$ cat config.mk
export PLATFORM = sky130hd
export DESIGN_NAME = window_fetch
export DESIGN_NICKNAME = d
export VERILOG_FILES = /design/src/rtl/window_pkg.sv /design/src/rtl/window_addr_gen.sv /design/src/rtl/window_fetch.sv
export SDC_FILE = /design/constraint.sdc
export NUM_CORES = 1
export LEC_CHECK = 0
export CELL_PAD_IN_SITES_DETAIL_PLACEMENT = 1
export CELL_PAD_IN_SITES_GLOBAL_PLACEMENT = 1
export CORE_UTILIZATION = 30
export CTS_CLUSTER_SIZE = 30
export DETAILED_ROUTE_END_ITERATION = 12
export HOLD_SLACK_MARGIN = 0.05
export PLACE_DENSITY_LB_ADDON = 0.1
export SLEW_MARGIN = 40
export SYNTH_ARGS = -nofsm -noshare
export SYNTH_HDL_FRONTEND = slang
export SYNTH_SLANG_ARGS = --single-unit
$ cat constraint.sdc
create_clock -name clk -period 8.73 [get_ports clk]
set_clock_uncertainty 0.15 [all_clocks]
set_input_delay 0.873 -clock clk [delete_from_list [all_inputs] [get_ports clk]]
set_output_delay 0.873 -clock clk [all_outputs]
set_load 0.02 [all_outputs]
$ cat src/rtl/window_pkg.sv
// Shared types and constants for the CNN window fetcher: FSM states and the
// hard-wired 3x3 slot-to-offset map feeding the conv/ReLu/pool ALU.
package window_pkg;

  typedef enum logic [2:0] {
    IDLE,
    LOAD_F,
    FETCH,
    HOLD,
    DONE
  } state_t;

  localparam int unsigned NSLOT          = 10;
  localparam int unsigned NTAP           = 9;
  localparam int unsigned SLOT_POOL_COPY = 4;
  localparam int unsigned RC_W           = 5;

  // Row/column offset of each fetched slot relative to the window top-left.
  localparam logic [1:0] DR [9] = '{2'd0, 2'd0, 2'd1, 2'd0, 2'd1, 2'd1, 2'd2, 2'd2, 2'd2};
  localparam logic [1:0] DC [9] = '{2'd0, 2'd1, 2'd0, 2'd2, 2'd1, 2'd2, 2'd0, 2'd1, 2'd2};

  function automatic logic [1:0] slot_dr(input logic [3:0] k);
    return (k < 4'd9) ? DR[k] : 2'd0;
  endfunction

  function automatic logic [1:0] slot_dc(input logic [3:0] k);
    return (k < 4'd9) ? DC[k] : 2'd0;
  endfunction

endpackage

$ cat src/rtl/window_addr_gen.sv
// Window position counters (raster order, stride 1) and image address
// generation for a given slot of the current or next window.
module window_addr_gen
  import window_pkg::*;
#(
  parameter int unsigned M_AW = 10,
  parameter int unsigned IMG  = 28,
  parameter int unsigned FIL  = 3
) (
  input  logic            clk,
  input  logic            rst_n,
  input  logic            clear,
  input  logic            advance,
  input  logic [3:0]      slot,
  output logic [RC_W-1:0] row,
  output logic [RC_W-1:0] col,
  output logic            last,
  output logic [M_AW-1:0] addr
);

  localparam logic [RC_W-1:0] LIM = RC_W'(IMG - FIL);

  logic [RC_W-1:0] nrow, ncol, brow, bcol;

  always_comb begin
    if (col == LIM) begin
      ncol = '0;
      nrow = row + RC_W'(1);
    end else begin
      ncol = col + RC_W'(1);
      nrow = row;
    end
    // While advancing, the address is taken from the next window so its
    // first slot can be issued on the same edge the counters move.
    brow = advance ? nrow : row;
    bcol = advance ? ncol : col;
    addr = (M_AW'(brow) + M_AW'(slot_dr(slot))) * M_AW'(IMG)
         + M_AW'(bcol) + M_AW'(slot_dc(slot));
    last = (row == LIM) && (col == LIM);
  end

  always_ff @(posedge clk) begin
    if (!rst_n || clear) begin
      row <= '0;
      col <= '0;
    end else if (advance) begin
      row <= nrow;
      col <= ncol;
    end
  end

endmodule

$ cat src/rtl/window_fetch.sv
// Loads the 3x3 filter, then raster-scans the image and presents one
// 10-slot pixel vector plus 9 filter taps per window over valid/ready.
module window_fetch
  import window_pkg::*;
#(
  parameter int unsigned N    = 8,
  parameter int unsigned M_AW = 10,
  parameter int unsigned F_AW = 4,
  parameter int unsigned FIL  = 3,
  parameter int unsigned IMG  = 28,
  parameter int unsigned IOUT = 10 * N,
  parameter int unsigned FOUT = 9 * N
) (
  input  logic            clk,
  input  logic            rst_n,
  input  logic            start,
  output logic            img_rd_en,
  output logic [M_AW-1:0] img_addr,
  input  logic [N-1:0]    img_rdata,
  output logic            fil_rd_en,
  output logic [F_AW-1:0] fil_addr,
  input  logic [N-1:0]    fil_rdata,
  output logic [IOUT-1:0] I_out,
  output logic [FOUT-1:0] F_out,
  output logic            out_valid,
  input  logic            out_ready,
  output logic [4:0]      win_row,
  output logic [4:0]      win_col,
  output logic            busy,
  output logic            done
);

  localparam logic [3:0] LAST_IDX = 4'(NTAP - 1);

  state_t          state;
  logic [3:0]      issue_idx;
  logic [3:0]      cap_idx;
  logic            cap_en;
  logic            ag_clear;
  logic            ag_advance;
  logic            ag_last;
  logic [3:0]      slot_sel;
  logic [M_AW-1:0] ag_addr;

  window_addr_gen #(
    .M_AW (M_AW),
    .IMG  (IMG),
    .FIL  (FIL)
  ) u_addr_gen (
    .clk     (clk),
    .rst_n   (rst_n),
    .clear   (ag_clear),
    .advance (ag_advance),
    .slot    (slot_sel),
    .row     (win_row),
    .col     (win_col),
    .last    (ag_last),
    .addr    (ag_addr)
  );

  always_comb begin
    ag_clear   = (state == IDLE) && start;
    ag_advance = (state == HOLD) && out_ready && !ag_last;
    slot_sel   = '0;
    if ((state == FETCH) && img_rd_en && (issue_idx != LAST_IDX))
      slot_sel = issue_idx + 4'd1;
  end

  always_ff @(posedge clk) begin
    if (!rst_n) begin
      state     <= IDLE;
      img_rd_en <= 1'b0;
      img_addr  <= '0;
      fil_rd_en <= 1'b0;
      fil_addr  <= '0;
      I_out     <= '0;
      F_out     <= '0;
      out_valid <= 1'b0;
      busy      <= 1'b0;
      done      <= 1'b0;
      issue_idx <= '0;
      cap_idx   <= '0;
      cap_en    <= 1'b0;
    end else begin
      done   <= 1'b0;
      cap_en <= 1'b0;
      case (state)
        IDLE: begin
          if (start) begin
            state     <= LOAD_F;
            busy      <= 1'b1;
            fil_rd_en <= 1'b1;
            fil_addr  <= '0;
          end
        end
        LOAD_F: begin
          cap_en  <= fil_rd_en;
          cap_idx <= 4'(fil_addr);
          if (fil_rd_en) begin
            if (fil_addr == F_AW'(NTAP - 1)) fil_rd_en <= 1'b0;
            else                              fil_addr  <= fil_addr + F_AW'(1);
          end
          if (cap_en) begin
            F_out[cap_idx * N +: N] <= fil_rdata;
            if (cap_idx == LAST_IDX) begin
              state     <= FETCH;
              img_rd_en <= 1'b1;
              img_addr  <= ag_addr;
              issue_idx <= '0;
            end
          end
        end
        FETCH: begin
          cap_en  <= img_rd_en;
          cap_idx <= issue_idx;
          if (img_rd_en) begin
            if (issue_idx == LAST_IDX) begin
              img_rd_en <= 1'b0;
            end else begin
              issue_idx <= issue_idx + 4'd1;
              img_addr  <= ag_addr;
            end
          end
          if (cap_en) begin
            I_out[cap_idx * N +: N] <= img_rdata;
            if (cap_idx == 4'(SLOT_POOL_COPY))
              I_out[(NSLOT - 1) * N +: N] <= img_rdata;
            if (cap_idx == LAST_IDX) begin
              state     <= HOLD;
              out_valid <= 1'b1;
            end
          end
        end
        HOLD: begin
          if (out_ready) begin
            out_valid <= 1'b0;
            if (ag_last) begin
              state <= DONE;
              done  <= 1'b1;
              busy  <= 1'b0;
            end else begin
              state     <= FETCH;
              img_rd_en <= 1'b1;
              img_addr  <= ag_addr;
              issue_idx <= '0;
            end
          end
        end
        DONE:    state <= IDLE;
        default: state <= IDLE;
      endcase
    end
  end

endmodule

==> Word-level counts from Yosys, hierarchy flattened <==
Memories as Yosys holds them, arrays and structs flattened.
Index checks and enable logic that the tools add are counted.
{ "word_totals": {"register_bits": 193, "rom_bits": 64, "inputBits": 20, "output_inout_bits": 181, "n_memories": 2} }
{ "mem_list": {"columns": ["name", "words", "width", "read_ports", "rd_clocked_by_memory_dff", "wr", "line_no", "text"], "rows": [
  ["(name not given)", 16, 2, 1, 0, 0, "window_pkg.sv:27", "return (k < 4'd9) ? DC[k] : 2'd0;"],
  ["(name not given)", 16, 2, 1, 0, 0, "window_pkg.sv:23", "return (k < 4'd9) ? DR[k] : 2'd0;"]
]} }
{ "op_classes": {"n_addsub": 8, "n_mul": 1, "magnitude_cmp": 2, "n_eq_ne": 22, "shifts": 4, "n_mux": 59, "bitwise": 1, "n_reduce_logical": 25} }
{ "ops": {"columns": ["cell", "n"], "rows": [
  ["$bwmux 80", 1],
  ["$shift 8x34->80 const A", 1],
  ["$shiftx 8x34->80", 1],
  ["$bwmux 72", 1],
  ["$shift 8x34->72 const A", 1],
  ["$shiftx 8x34->72", 1],
  ["$mux 10", 6],
  ["$mux 4", 10],
  ["$neg 7->34", 1],
  ["$pmux 10 s3", 1],
  ["$ne 2x2->1 const B", 11],
  ["$mux 3", 7],
  ["$mux 5", 4],
  ["$pmux 4 s2", 2],
  ["$mux 1", 13],
  ["$eq 4x4->1 const B", 3],
  ["$mux 2", 6],
  ["$pmux 3 s4", 1],
  ["$pmux 4 s3", 1],
  ["$reduce_and 4->1", 3],
  ["$add 10x2->10", 1],
  ["$add 10x5->10", 1],
  ["$add 5x1->5 const B", 2],
  ["$eq 5x5->1 const B", 2],
  ["other kinds (25)", 41]
]} }

==> Depth between registers and ports, before layout <==
Gate-level depths: netlist of run 1.
{ "logic_depth": {"ltp_word": 16, "ltp_mapped": 24} }

==> By module <==
From an unflattened synthesis of run 1, not the netlist that was laid out.
{ "hier_totals": {"cells_unflattened": 998, "hier_area_um2": 8972.4} }
{ "modules_own_cells": {"columns": ["mod", "instances", "cells_each", "area_per_inst_um2", "seq_area_each_um2"], "rows": [
  ["window_fetch", 1, 828, 7469.7, 3663.5],
  ["window_addr_gen", 1, 170, 1502.7, 200.2]
]} }

==> Least setup slack after synthesis of run 1 <==
OpenSTA, ideal clock, no wires.
{ "synth_path": {"kind": "input -> register", "start": "input port out_ready", "end": "register img_addr[9]", "setup_ns": 0.121, "arrival_time_ns": 4.457, "required_time_ns": 8.459, "setup_slack_ns": 4.002, "path_stages": 17, "cell_sequence": "and4b_1 > clkbuf_1 > nand3_1 > o21ai_0 > ha_1 > a21oi_1 > nor2_1 > xnor2_1 > fa_1 > inv_1 > ha_1 > a211oi_1 > nor2_1 > xor2_1 > nand4b_1 > xnor2_1 > a21oi_1"} }
{ "synth_between": {"elab_chain_cells": 10} }
{ "synth_lines": {"columns": ["element", "line_no", "text"], "rows": [
  ["start: declaration", "window_fetch.sv:26", "input logic out_ready,"],
  ["$logic_and 1x1->1 * (2 in a row)", "window_fetch.sv:63", "ag_advance = (state == HOLD) && out_ready && !ag_last;"],
  ["$mux 5 *", null, null],
  ["net u_addr_gen.brow[1]", "window_addr_gen.sv:23", "logic [RC_W-1:0] nrow, ncol, brow, bcol;"],
  ["$add 5x2->6 *", "window_addr_gen.sv:37", "addr = (M_AW'(brow) + M_AW'(slot_dr(slot))) * M_AW'(IMG)"],
  ["$mul 10x3->8 *", "window_addr_gen.sv:37", null],
  ["$add 10x5->10 *", "window_addr_gen.sv:38", "+ M_AW'(bcol) + M_AW'(slot_dc(slot));"],
  ["$add 10x2->10 *", "window_addr_gen.sv:38", null],
  ["$mux 10, on equally long branches", "window_fetch.sv:137, window_fetch.sv:105, window_fetch.sv:117", null],
  ["$mux 10, on equally long branches", "window_fetch.sv:135, window_fetch.sv:103, window_fetch.sv:116", null],
  ["$pmux 10 s3 *", "window_fetch.sv:87", "case (state)"],
  ["end signal: assignment", "window_fetch.sv:108", "img_addr <= ag_addr;"],
  ["end signal: assignment", "window_fetch.sv:121", "img_addr <= ag_addr;"],
  ["end signal: assignment", "window_fetch.sv:144", "img_addr <= ag_addr;"],
  ["end: declaration", "window_fetch.sv:18", "output logic [M_AW-1:0] img_addr,"]
]} }
The timed path passes the listed nets; every way through them passes the cells marked *. The select of a mux whose other input is x is not followed.
A chain may end at the register's enable or synchronous reset.

==> Worst setup path after layout of run 1 <==
{ "layout_path": {"start": "register state[0]", "end": "register img_addr[9]"} }
{ "layout_between": {"elab_chain_cells": 16} }
{ "layout_lines": {"columns": ["element", "line_no", "text"], "rows": [
  ["start: declaration", "window_fetch.sv:35", "state_t state;"],
  ["start signal: assignment", "window_fetch.sv:71", "state <= IDLE;"],
  ["start signal: assignment", "window_fetch.sv:90", "state <= LOAD_F;"],
  ["start signal: assignment", "window_fetch.sv:106", "state <= FETCH;"],
  ["$eq 3x2->1", "window_fetch.sv:65, window_fetch.sv:87", null],
  ["$logic_and 1x1->1 (2 in a row)", "window_fetch.sv:65", "if ((state == FETCH) && img_rd_en && (issue_idx != LAST_IDX))"],
  ["$mux 4", "window_fetch.sv:65", null],
  ["$not 4->5 (implied by the code)", "window_pkg.sv:23, window_pkg.sv:27", null],
  ["$mem_v2 16x2", null, null],
  ["$mux 2 (implied by the code) (2 in a row)", "window_pkg.sv:23", null],
  ["$mux 2", "window_pkg.sv:23", null],
  ["$add 5x2->6", "window_addr_gen.sv:37", null],
  ["$mul 10x3->8", "window_addr_gen.sv:37", null],
  ["$add 10x5->10", "window_addr_gen.sv:38", null],
  ["$add 10x2->10", "window_addr_gen.sv:38", null],
  ["$mux 10, on equally long branches", "window_fetch.sv:137, window_fetch.sv:105, window_fetch.sv:117", null],
  ["$mux 10, on equally long branches", "window_fetch.sv:135, window_fetch.sv:103, window_fetch.sv:116", null],
  ["$pmux 10 s3", "window_fetch.sv:87", null]
]} }
Several ways; a longest one is shown, not always the timed one. The select of a mux whose other input is x is not followed.

==> results of run 1 <==
==> critical path, stage by stage (launching register included) <==
cell and delay [ns]:
dfxtp_1 0.42, nor2_1 0.27, nand2_1 0.30, or3_1 0.51
ha_1 0.20, nand3_1 0.10, o21ai_0 0.18, ha_1 0.33
a21oi_1 0.27, nor2_1 0.13, xnor2_1 0.44, fa_1 0.50
inv_1 0.11, ha_1 0.24, a211oi_1 0.28, nor2_1 0.10
xor2_1 0.26, nand4b_1 0.17, xnor2_1 0.18, a21oi_1 0.08
==> cell usage after synthesis (2+ instances only) <==
library cell,number,area share
a211oi_1,8,0.0069
a21o_1,3,0.0026
a21oi_1,128,0.073
a22oi_1,2,0.0017
a311oi_1,2,0.0020
a31oi_1,6,0.0043
and2_1,20,0.014
and3_1,20,0.014
and4b_1,2,0.0023
buf_2,17,0.0097
buf_4,12,0.010
clkbuf_1,47,0.020
dfxtp_1,193,0.44
fa_1,7,0.016
ha_1,28,0.040
inv_1,29,0.012
mux2i_1,34,0.039
nand2_1,196,0.084
nand2b_1,4,0.0029
nand3_1,106,0.061
nand3b_1,4,0.0034
nand4_1,4,0.0029
nand4b_1,3,0.0030
nor2_1,76,0.033
nor2b_1,10,0.0071
nor3_1,11,0.0063
nor3_2,2,0.0023
nor3b_2,2,0.0029
nor4_4,2,0.0049
o21a_1,3,0.0026
o21ai_0,26,0.015
o21ai_1,11,0.0063
o31ai_1,2,0.0017
or3_1,6,0.0043
xnor2_1,11,0.011
xor2_1,14,0.014
==> power groups by stage <==
stage | clock network (mW) | logic (mW) | registers (mW)
6_report | 0.757 | 0.113 | 0.889
5_1_grt | 0.817 | 0.123 | 0.889
4_1_cts | 0.779 | 0.115 | 0.888
3_5_place_dp | 0 | 0.114 | 0.909
3_3_place_gp | 0 | 0.113 | 0.909
2_1_floorplan | 0 | 0.0733 | 0.908
==> through the flow <==
| stage | util | instances | hold slack [ns] | total power, mW | setup slack, ns |
|---|---|---|---|---|---|
| 2_1_floorplan | - | 1070 | 0.316 | 0.981 | 4.00 |
| 3_3_place_gp | 0.379 | 1579 | 0.289 | 1.02 | 3.07 |
| 3_5_place_dp | 0.380 | 1579 | 0.295 | 1.02 | 3.00 |
| 4_1_cts | 0.399 | 1609 | 0.305 | 1.78 | 3.32 |
| 5_1_grt | 0.399 | 1610 | 0.316 | 1.83 | 2.78 |
| 6_report | 0.399 | 1610 | 0.302 | 1.76 | 3.37 |
==> flip-flops by register name, indices dropped and copies added (netlist names), 3 cells and up <==
register	count
F_out	72
I_out	80
cap_idx	4
fil_addr	4
img_addr	10
issue_idx	4
state	3
u_addr_gen.col	5
u_addr_gen.row	5
==> cells by family after synthesis <==
kind of cell | count (synthesis) | share of synthesized area
simple gates | 475 | 0.255
compound gates | 199 | 0.124
flops | 193 | 0.441
buf+inv | 108 | 0.0566
fa+ha+maj | 35 | 0.0560
mux | 34 | 0.0389
xor+xnor | 26 | 0.0282
==> layer usage <==
| layer | up-vias | global-route usage |
|---|---|---|
| li1 | 3893 | - |
| met1 | 3751 | 0.252 |
| met2 | 141 | 0.310 |
| met3 | 20 | 0.0378 |
| met4 | 0 | 0.0479 |
| met5 | - | 0 |
==> worst min path at each step <==
stage | end | slack (ns) | depth (start not counted)
2_1_floorplan | issue_idx[1] | 0.32 | 2
3_3_place_gp | I_out[61] | 0.29 | 2
3_5_place_dp | I_out[12] | 0.29 | 2
4_1_cts | I_out[12] | 0.30 | 2
5_1_grt | img_addr[6] | 0.32 | 2
6_report | F_out[35] | 0.30 | 2
==> layout make-up <==
cell class	count	area, um2
fill	3390	17200
multi-input combinational	769	4410
sequential	193	3860
timing repair buffer	204	2040
tap	384	480
clock buffer	17	425
clock inverter	13	125
inverter	30	115
==> flow_summary.json, run 1 <==
{
  "postSynthCellCount": 1070,
  "nets": 1270,
  "dp_hpwl_mm": 19.9,
  "crit_start": "state[0]",
  "drc": 0,
  "reg2reg_depth": 19,
  "met2WireLength_mm": 13.5,
  "die_y_um": 173,
  "clock-sinks": 193,
  "synth_area_um2": 8760,
  "cts_root_buffer": "clkbuf_16",
  "p_int_mw": 1.29,
  "postLayoutCellArea_um2": 11500,
  "reg2reg_to": "img_addr[9]",
  "ctsResizeCount": 0,
  "finalMaxSlewViolations": 0,
  "critPathKind": "flip-flop to flip-flop",
  "tns_ns": 0,
  "port_buffers": 200,
  "yosysSeqAreaShare": 0.441,
  "ir_drop_mv": 0.0906,
  "mostFrequentLayoutCells": "clkdlybuf4s50_1 (200), nand2_1 (196), dfxtp_1 (193), a21oi_1 (127), nand3_1 (106)",
  "highest_layer": "met4",
  "synth-seq-cells": 193,
  "grt_pass1_wl_mm": 43.9,
  "endpoint": "img_addr[9]",
  "start_util": 0.305,
  "critPathLaunchType": "flip-flop",
  "hold_path.class": "flip-flop to flip-flop",
  "p_leak_nw": 4.10,
  "ys_types": 55,
  "hold_viol_final": 0,
  "cts_setup_buffers": 0,
  "fp.dieW_um": 173,
  "clockBufferDepth": 2,
  "fin_crit_sh": 0.614,
  "drt-pass1-iter-count": 4,
  "syn2layout_area_growth_pct": 30.8,
  "max_freq_ghz": 0.187,
  "synth.net_count": 1125,
  "clk_pin_slew_worst_paths_ns": 0.08,
  "grt_max_degree": 93,
  "period_needed_ns": 5.36,
  "avgRoutedWirePerCell_um": 17.5,
  "grt.total_usage": 0.189,
  "syn_avg_cell_area_um2": 8.18,
  "relSlewSlack": 0.480,
  "synth-main-ff-cell": "dfxtp_1",
  "p_clk_frac": 0.430,
  "post_route_cells_drive_above_1_share": 0.0392,
  "clock_latency_ns": 0.44,
  "layout_commonest_cell": "clkdlybuf4s50_1",
  "hold_start": "F_out[35]",
  "place_area_um2": 10900,
  "cp.arrival_ns": 5.52,
  "antenna_found_initial": 0,
  "ios": 201,
  "power_frac_seq": 0.505,
  "wl_met1_mm": 13.3,
  "rows": 62,
  "drt-total-wl_mm": 28.1,
  "r2r_slack_ns": 3.37,
  "postCtsHoldBufs": 0,
  "antenna_left": 0,
  "gp_congestion": 0.749,
  "met3_length_mm": 1.01,
  "grt-ovfl-total": 0,
  "status": "complete, no violations",
  "vias_per_cell": 4.85,
  "worstPathMaxFanout": 12,
  "setup_violations": 0,
  "rsz0062_at_grt": "no",
  "synthArstFlopShare": 0,
  "power_switching_mw": 0.472,
  "p_per_area_nw_per_um2": 154,
  "die_area_um2": 29900,
  "n_antenna_cell": 0,
  "comb_power_share": 0.064,
  "r2r_start": "state[0]",
  "swShare": 0.269,
  "tightest_slew_ns": 0.781,
  "yosysWarnings": 0,
  "core_um2": 28700,
  "cp_data_required_time_ns": 8.89,
  "htree_num_levels": 4,
  "synth_edf_count": 0,
  "vias": 7805,
  "cp-end-kind": "flip-flop",
  "cts_inserted_buffers": 17,
  "drv_cap": 0,
  "grt_pass1_vias": 7498,
  "cts_tree": "built",
  "drt-initial-drc-count": 465
}
Note: power is estimated with default switching activity, not from simulation.
==> run 2, diff against run 1 <==
==> constraint.sdc (replaced) <==
create_clock -name clk -period 5.2 [get_ports clk]
set_clock_uncertainty 0.15 [all_clocks]
set_input_delay 0.52 -clock clk [delete_from_list [all_inputs] [get_ports clk]]
set_output_delay 0.52 -clock clk [all_outputs]
set_load 0.02 [all_outputs]
==> flow_summary.json, run 2 (synthesis results as in run 1) <==
{
  "cts_inserted_buffers": 17,
  "setup_violations": 0,
  "grt_max_degree": 115,
  "syn2layout_area_growth_pct": 32.0,
  "clock_latency_ns": 0.43,
  "cts_setup_buffers": 0,
  "vias": 7882,
  "clk_pin_slew_worst_paths_ns": 0.08,
  "finalNonFillerCells": 1619,
  "drc": 0,
  "rows": 62,
  "clock-sinks": 193,
  "rsz0062_at_grt": "no",
  "port_buffers": 200,
  "reg2reg_depth": 21,
  "grt.total_usage": 0.191,
  "cts_tree": "built",
  "reg2reg_to": "img_addr[9]",
  "endpoint": "img_addr[9]",
  "slowest_delay_ns": 0.50,
  "fp.dieW_um": 173,
  "grt_pass1_wl_mm": 45.1,
  "cp_data_required_time_ns": 5.35,
  "tns_ns": 0,
  "gp_congestion": 0.759,
  "n_antenna_cell": 0,
  "cp-end-kind": "flip-flop",
  "relSlewSlack": 0.490,
  "r2r_slack_ns": 0.36,
  "start_util": 0.305,
  "dp_cells": 1587,
  "cp.depth": 21,
  "fill_cells": 3371,
  "ios": 201,
  "drt-initial-drc-count": 493,
  "cp_slowest_cell": "fa_1",
  "critPathKind": "flip-flop to flip-flop",
  "ir_drop_mv": 0.192,
  "antenna_found_initial": 0,
  "hold_viol_final": 0,
  "die_y_um": 173,
  "die_area_um2": 29900,
  "antenna_left": 0,
  "p_leak_nw": 4.15,
  "drt-pass1-iter-count": 4,
  "dp_hpwl_mm": 20.3,
  "tightest_slew_ns": 0.760,
  "fin_crit_sh": 0.930,
  "critPathTopFamily": "adder cells",
  "avgRoutedWirePerCell_um": 17.7,
  "layout_commonest_cell": "clkdlybuf4s50_1",
  "vias_per_cell": 4.87,
  "cp.arrival_ns": 4.99,
  "grt-ovfl-total": 0,
  "crit_start": "issue_idx[1]",
  "setup_slack_ns": 0.361,
  "r2r_start": "issue_idx[1]",
  "top_register": "I_out",
  "nets": 1277,
  "worstHoldPathCells": 2,
  "crit_chain": "inv_1, ha_1, nand2b_1, o21ai_2, or3_1, ha_1, nor2_1, nor3b_1, ha_1, fa_2, xnor2_1, inv_1, fa_1, inv_1, fa_1, a21o_1, a21oi_1, xnor2_1, nand4b_1, xnor2_1, a21oi_1",
  "htree_num_levels": 4,
  "reg.largest.list": "I_out x80, F_out x72, img_addr x10",
  "core_um2": 28700,
  "clockBufferDepth": 2,
  "grt_pass1_vias": 7866,
  "path_buf_inv": 3,
  "finalMaxSlewViolations": 0,
  "max_freq_ghz": 0.207,
  "hold_path.class": "flip-flop to flip-flop",
  "hold_slack_ns": 0.303,
  "largest_reg_flops": 80,
  "p_per_area_nw_per_um2": 259,
  "cts_root_buffer": "clkbuf_16",
  "drv_cap": 0,
  "status": "complete, no violations",
  "worstPathMaxFanout": 5,
  "mostFrequentLayoutCells": "clkdlybuf4s50_1 (200), nand2_1 (196), dfxtp_1 (193), a21oi_1 (127), nand3_1 (106)",
  "post-place-ws_ns": 0.0857,
  "drt-total-wl_mm": 28.6,
  "post_route_cells_drive_above_1_share": 0.0478,
  "critPathLaunchType": "flip-flop",
  "period_needed_ns": 4.84
}
## run 2: worst min-delay path by stage
| stage | startpoint | endpoint | slack, ns |
|---|---|---|---|
| after CTS | I_out[12] | I_out[12] | 0.30 |
| after floorplan | issue_idx[1] | issue_idx[1] | 0.32 |
| final | I_out[12] | I_out[12] | 0.30 |
| after detailed placement | I_out[12] | I_out[12] | 0.29 |
| after global placement | I_out[12] | I_out[12] | 0.29 |
| after global routing | img_addr[6] | img_addr[6] | 0.32 |
## run 2: metal layers
layer	share of wire	global-route usage	vias to the layer above
met3	0.031	0.0290	18
met5	0	0	-
li1	-	-	3904
met1	0.48	0.251	3820
met2	0.48	0.329	140
met4	0.0096	0.0450	0
## run 2: what timing repair did
action | in CTS | in global routing
setup endpoints to repair | 0 | 4
resized for setup | 0 | 6
hold buffers | 0 | 0
## run 2: power breakdown
part | switching, mW | internal [mW] | leakage (nW)
clock network | 0.665 | 0.646 | 0.280
logic | 0.138 | 0.0513 | 2.32
registers | 0.0103 | 1.48 | 1.55
## run 2: layout make-up
cell class,instances,area [um2],area share
clock buffer,19,433,0.0375
clock inverter,13,139,0.0120
inverter,30,115,0.00996
multi-input combinational,769,4430,0.383
sequential,193,3860,0.334
tap,384,480,0.0416
timing repair buffer,211,2100,0.182
## run 2: tightest hold or removal path, stage by stage (launching register included)
cell	delay [ns]
dfxtp_1	0.31
nand2_1	0.05
a21oi_1	0.05
## run 2: through the flow
| step | instance area (um2) | util | power (mW) |
|---|---|---|---|
| after floorplan | 8760 | - | 1.65 |
| after global placement | 11000 | 0.382 | 1.72 |
| after detailed placement | 11000 | 0.382 | 1.72 |
| after CTS | 11500 | 0.402 | 3.05 |
| after global routing | 11600 | 0.403 | 3.11 |
| final | 11600 | 0.403 | 2.99 |
==> RTL change 1 (flow settings as in run 2) <==
Reset style: asynchronous (`rst_n`), changed in one clocked block.
--- a/src/rtl/window_fetch.sv
+++ b/src/rtl/window_fetch.sv
@@ -66,7 +66,7 @@
       slot_sel = issue_idx + 4'd1;
   end
 
-  always_ff @(posedge clk) begin
+  always_ff @(posedge clk or negedge rst_n) begin
     if (!rst_n) begin
       state     <= IDLE;
       img_rd_en <= 1'b0;
Behaviour: differs if rst_n is asserted again (counterexample within 4 cycles, from zero or initial values and one cycle with rst_n low); with rst_n held inactive, the same outputs for 10 cycles.
==> RTL change 1 against run 2 <==
  * Final area grew 4.9%
  * Critical path depth grew 4
  * First-iteration DRC count down 46%
  * Sequential cell count unchanged
  * Area after synthesis grew 2.2%
  * Critical endpoint is now img_addr[9]
  * Critical path type unchanged
  * Setup slack got worse by 130 ps
  * Via count decreased by 11%
  * Routed wire length down 6.1%
Power is not compared: it rests on default switching activity, and its combinational part moved more than twofold at a synthesized area within 25%.
==> RTL change 1: results (changes against run 2) <==
| Metric | Value |
|---|---|
| Crit path max-delay cell type | dfrtp_1 |
| Clock Tree Root | clkbuf_16 |
| Distinct cells, synth | 49 (-11%) |
| DP Area | 0.0114 mm² (+4.1%) |
| First-pass GRT wire length | 42800 µm (-5.1%) |
| Max FO, Critical Path | 3 (-2) |
| Cell type with the largest total area after synthesis | dfrtp_1 |
| Detailed placement HPWL | 19200 µm (-5.5%) |
| Worst stage delay on the critical path | 410 ps (-90 ps) |
| Largest regs | I_out (80), F_out (72), img_addr (10) |
| WHS Path Cells | 2 (unchanged) |
| Synth area leaders | dfrtp_1 51%, nand2_1 10%, mux2_2 7.0%, o21ai_0 6.2%, ha_1 3.9% |
| Layout cell share with drive strength beyond 1 | 12.3% (+7.5 points) |
| Initial antenna violation count | 0 (unchanged) |
| Maximum VDD drop | ~0.00018 V |
| Final Wtd Congestion | 0.773 (+1.8%) |
| Layout net count | 1162 (-9.0%) |
| TritonCTS buffer count | 17 (unchanged) |
| DRT Pass-1 Iters | 4 (unchanged) |
| DR iter-0 viols | 264 (-46%) |
| Total wire length | 26900 µm (-6.1%) |
| Worst-skew pair later-pin latency | 440 ps |
| Reg2Reg Depth | 25 (+19%) |
| Leak | 5.26 nW |
| Total track usage | 18.1% (-0.97 points) |
| # fillers | 3313 (-1.7%) |
| Warnings, synthesis | 0 (unchanged) |
| Number of synthesized flops with an enable pin | 0 (unchanged) |
| Outcome | finished clean |
| H-tree depth | 4 (unchanged) |
| Port Buffer Count | 200 (unchanged) |
| Post-Syn Nets | 965 (-14%) |
| Vias in the first global route | 7230 (-8.1%) |
| Rel. slew slack | 48.1% (-0.85 points) |
| Worst EP arrival | 5180 ps (+190 ps) |
| Reg clk slew, reported paths | 80 ps (about the same) |
| Diode count | 0 (unchanged) |
| Async SR Flop Fraction | 94.8% (+95 points) |
| DRC Markers | 0 (unchanged) |
| Largest net degree at the start of global routing | 102 (-11%) |
| Detail-routed via count per cell | 4.68 (-3.8%) |
| Most frequent cells after synthesis | 244 x nand2_1, 183 x dfrtp_1, 111 x o21ai_0 |
| Worst hold path type | flop to flop |
| Register area share after synthesis | 53.4% (+9.3 points) |
| CTS max path bufs | 2 (unchanged) |
| Main flop type after synthesis | dfrtp_1 |
==> RTL change 1: per-stage QoR <==
step	TNS, ps	hold slack [ps]	setup WS, ps	std cells	utilization (%)
floorplan	0	74.4	34.7	912	-
global route	-29.0	338	-29.0	1506	41.8
global placement	0	301	29.4	1469	39.3
CTS	0	328	4.33	1504	41.6
detailed placement	-100	310	-100	1469	39.3
finish	0	325	233	1506	41.8
==> RTL change 1: report_power, final <==
part | internal [mW] | switching [mW]
registers | 1.90 | 0.252
clock network | 0.655 | 0.705
logic | 1.22 | 1.59
==> RTL change 1: per-layer routing <==
metal	track usage [%]	routed length [µm]	vias up
met4	3.66	206	0
met5	0	0	-
li1	-	-	3450
met2	29.7	12900	123
met3	3.66	981	13
met1	24.8	12800	3465
==> RTL change 1: cell type report <==
class                      count  area, µm²  area share, %
sequential                   193       4780           39.5
multi-input combinational    642       3930           32.4
clock buffer                  18        429           3.54
inverter                      30        113          0.930
clock inverter                14        178           1.47
tap                          384        480           3.97
timing repair buffer         225       2210           18.2
==> RTL change 1: timing repair <==
| item | 4_1_cts | 5_1_grt |
|---|---|---|
| buffers inserted | 2 | 2 |
| endpoints found under the setup margin | 1 | 3 |
| gates cloned | 0 | 0 |
| endpoints found under the hold margin | 82 | 0 |
| hold buffers | 1 | 0 |
| gates resized for setup | 2 | 15 |
| pin swaps | 0 | 1 |
==> RTL change 1: logic make-up (layout without fill, tap and decap cells) <==
| group | count (synthesis) | in the layout | synth area share, % |
|---|---|---|---|
| simple gates | 362 | 362 | 18.1 |
| flops | 193 | 193 | 53.4 |
| compound gates | 163 | 163 | 10.1 |
| buf+inv | 77 | 287 | 3.48 |
| mux | 61 | 61 | 7.61 |
| fa+ha+maj | 33 | 33 | 5.04 |
| xor+xnor | 23 | 23 | 2.25 |
==> RTL change 1: final timing paths <==
path,startpoint,end,slack (ps)
setup / recovery,issue_idx[1],img_addr[9],230
hold / removal,I_out[14],I_out[14],320
setup reg to reg,issue_idx[1],img_addr[9],230
hold reg to reg,I_out[14],I_out[14],320
max in group asynchronous,rst_n,F_out[45],3260
min in group asynchronous,rst_n,F_out[8],520
==> RTL change 1: critical path: cells and delay by family, from the launching register on <==
family	cells	cell delay, ps
adders and majority gates	6	1490
DFF	1	410
and+or+nand+nor	8	1330
buffers and inverters	4	420
xor gates and xnor gates	1	110
AOI/OAI and AO/OA	6	1010
==> RTL change 2 (config.mk and constraints of run 2) <==
Made on the original files. `IMG` is set to 28 in 2 places; all go to 16.
--- a/src/rtl/window_addr_gen.sv
+++ b/src/rtl/window_addr_gen.sv
@@ -4,7 +4,7 @@
   import window_pkg::*;
 #(
   parameter int unsigned M_AW = 10,
-  parameter int unsigned IMG  = 28,
+  parameter int unsigned IMG  = 16,
   parameter int unsigned FIL  = 3
 ) (
   input  logic            clk,
--- a/src/rtl/window_fetch.sv
+++ b/src/rtl/window_fetch.sv
@@ -7,7 +7,7 @@
   parameter int unsigned M_AW = 10,
   parameter int unsigned F_AW = 4,
   parameter int unsigned FIL  = 3,
-  parameter int unsigned IMG  = 28,
+  parameter int unsigned IMG  = 16,
   parameter int unsigned IOUT = 10 * N,
   parameter int unsigned FOUT = 9 * N
 ) (
Function: no difference found for any inputs over 4 cycles, from zero or initial values and one cycle with rst_n low; that may be too few to reach the edited logic, so the function may still have changed.
==> RTL change 2 against run 2 <==
  * Setup slack improved by 650 ps
  * Routed wire length about the same
  * Total power down 2.6%
  * Sequential cell count is the same
  * Area after synthesis decreased by 5.2%
  * Final area fell by 3.7%
  * Die area shrank 5.1%
  * Non-clock buffer count down 4
  * Critical endpoint is now img_addr[8]
==> RTL change 2: results (changes against run 2) <==
| Metric | Value |
|---|---|
| DRT Pass-1 Iters | 5 (+1) |
| WHS Endpoint | I_out[56] |
| Vias | 7796 (-1.1%) |
| Outcome | finished clean |
| Layout cell share with drive strength beyond 1 | 6.20% (+1.4 points) |
| Vias in the first global route | 7687 (-2.3%) |
| Register area share after synthesis | 46.5% (+2.4 points) |
| DR WL met3 | 1420 µm (+63%) |
| Hold slack | 305 ps (+1.57 ps) |
| Crit path max-delay cell type | dfxtp_1 |
| Leak | 3.70 nW (-11%) |
| Worst EP arrival | 4340 ps (-650 ps) |
| Worst stage delay on the critical path | 610 ps (+110 ps) |
| Synth area leaders | dfxtp_1 47%, a21oi_1 9.8%, nand3_1 8.3%, nand2_1 8.0%, ha_1 2.9% |
| Final Wtd Congestion | 0.787 (+3.7%) |
| Met3 Use GR | 3.93% (+1.0 points) |
| Hold Startpoint | I_out[56] |
| M2 GR Usage | 32.6% (-0.26 points) |
| Largest net degree at the start of global routing | 79 (-31%) |
| Max FO, Critical Path | 13 (+8) |
| DR iter-0 viols | 406 (-18%) |
| Detail-routed via count per cell | 5.14 (+5.5%) |
| Avg Cell Area, Syn | 8.21 µm² (+0.38%) |
| Layout net count | 1206 (-5.6%) |
| Most frequent cells after synthesis | 193 x dfxtp_1, 177 x nand2_1, 163 x a21oi_1 |
| First-pass GRT wire length | 44600 µm (-0.91%) |
| Met1 usage | 27.8% (+2.8 points) |
| Total track usage | 20.3% (+1.2 points) |
| DP Cell Count | 1487 (-6.3%) |
| Reg2Reg Depth | 15 (-29%) |
| Distinct cells, synth | 61 (+11%) |
| CP Capture Point | img_addr[8] |
[RTL change 2: cell count changes in the layout (fill, tap and decap cells not counted), sizes merged, moves of 13 or more]
cell   delta
and3     -16
nand4    +17
o21ai    -21
inv      -14
a21oi    +36
and2     -13
nor2     -18
nand2    -19
mux2i    -16
nand3    +31
[RTL change 2: cell type report]
| type | instances | area, µm² |
|---|---|---|
| tap | 341 | 427 |
| clock buffer | 17 | 425 |
| sequential | 193 | 3860 |
| fill | 3166 | 15900 |
| multi-input combinational | 730 | 4130 |
| clock inverter | 14 | 158 |
| inverter | 16 | 65.1 |
| timing repair buffer | 207 | 2050 |
[RTL change 2: through the flow]
stage / cell area (µm²) / setup WS (ps) / total power, mW
4_1_cts: 11100 / 993 / 2.95
3_3_place_gp: 10500 / 1170 / 1.63
2_1_floorplan: 8300 / 1770 / 1.58
5_1_grt: 11100 / 515 / 3.01
3_5_place_dp: 10500 / 1020 / 1.63
6_report: 11100 / 1010 / 2.91
[RTL change 2: cell families (layout without fill, tap and decap cells)]
logic type                 count (synthesis)  after routing  synth area share (%)
AOI/OAI and AO/OA                        204            204                  13.5
xor gates and xnor gates                  21             21                  2.38
and+or+nand+nor                          465            465                  27.6
buffers and inverters                     88            254                  4.32
DFF                                      193            193                  46.5
adders and majority gates                 21             21                  3.34
muxes                                     19             19                  2.31
[RTL change 2: power breakdown]
| part | internal (mW) | switching [mW] | leakage (nW) | total (mW) |
|---|---|---|---|---|
| clock network | 0.647 | 0.678 | 0.287 | 1.33 |
| logic | 0.0260 | 0.0792 | 1.85 | 0.105 |
| registers | 1.48 | 0.00526 | 1.55 | 1.48 |
| total | 2.15 | 0.762 | 3.70 | 2.91 |
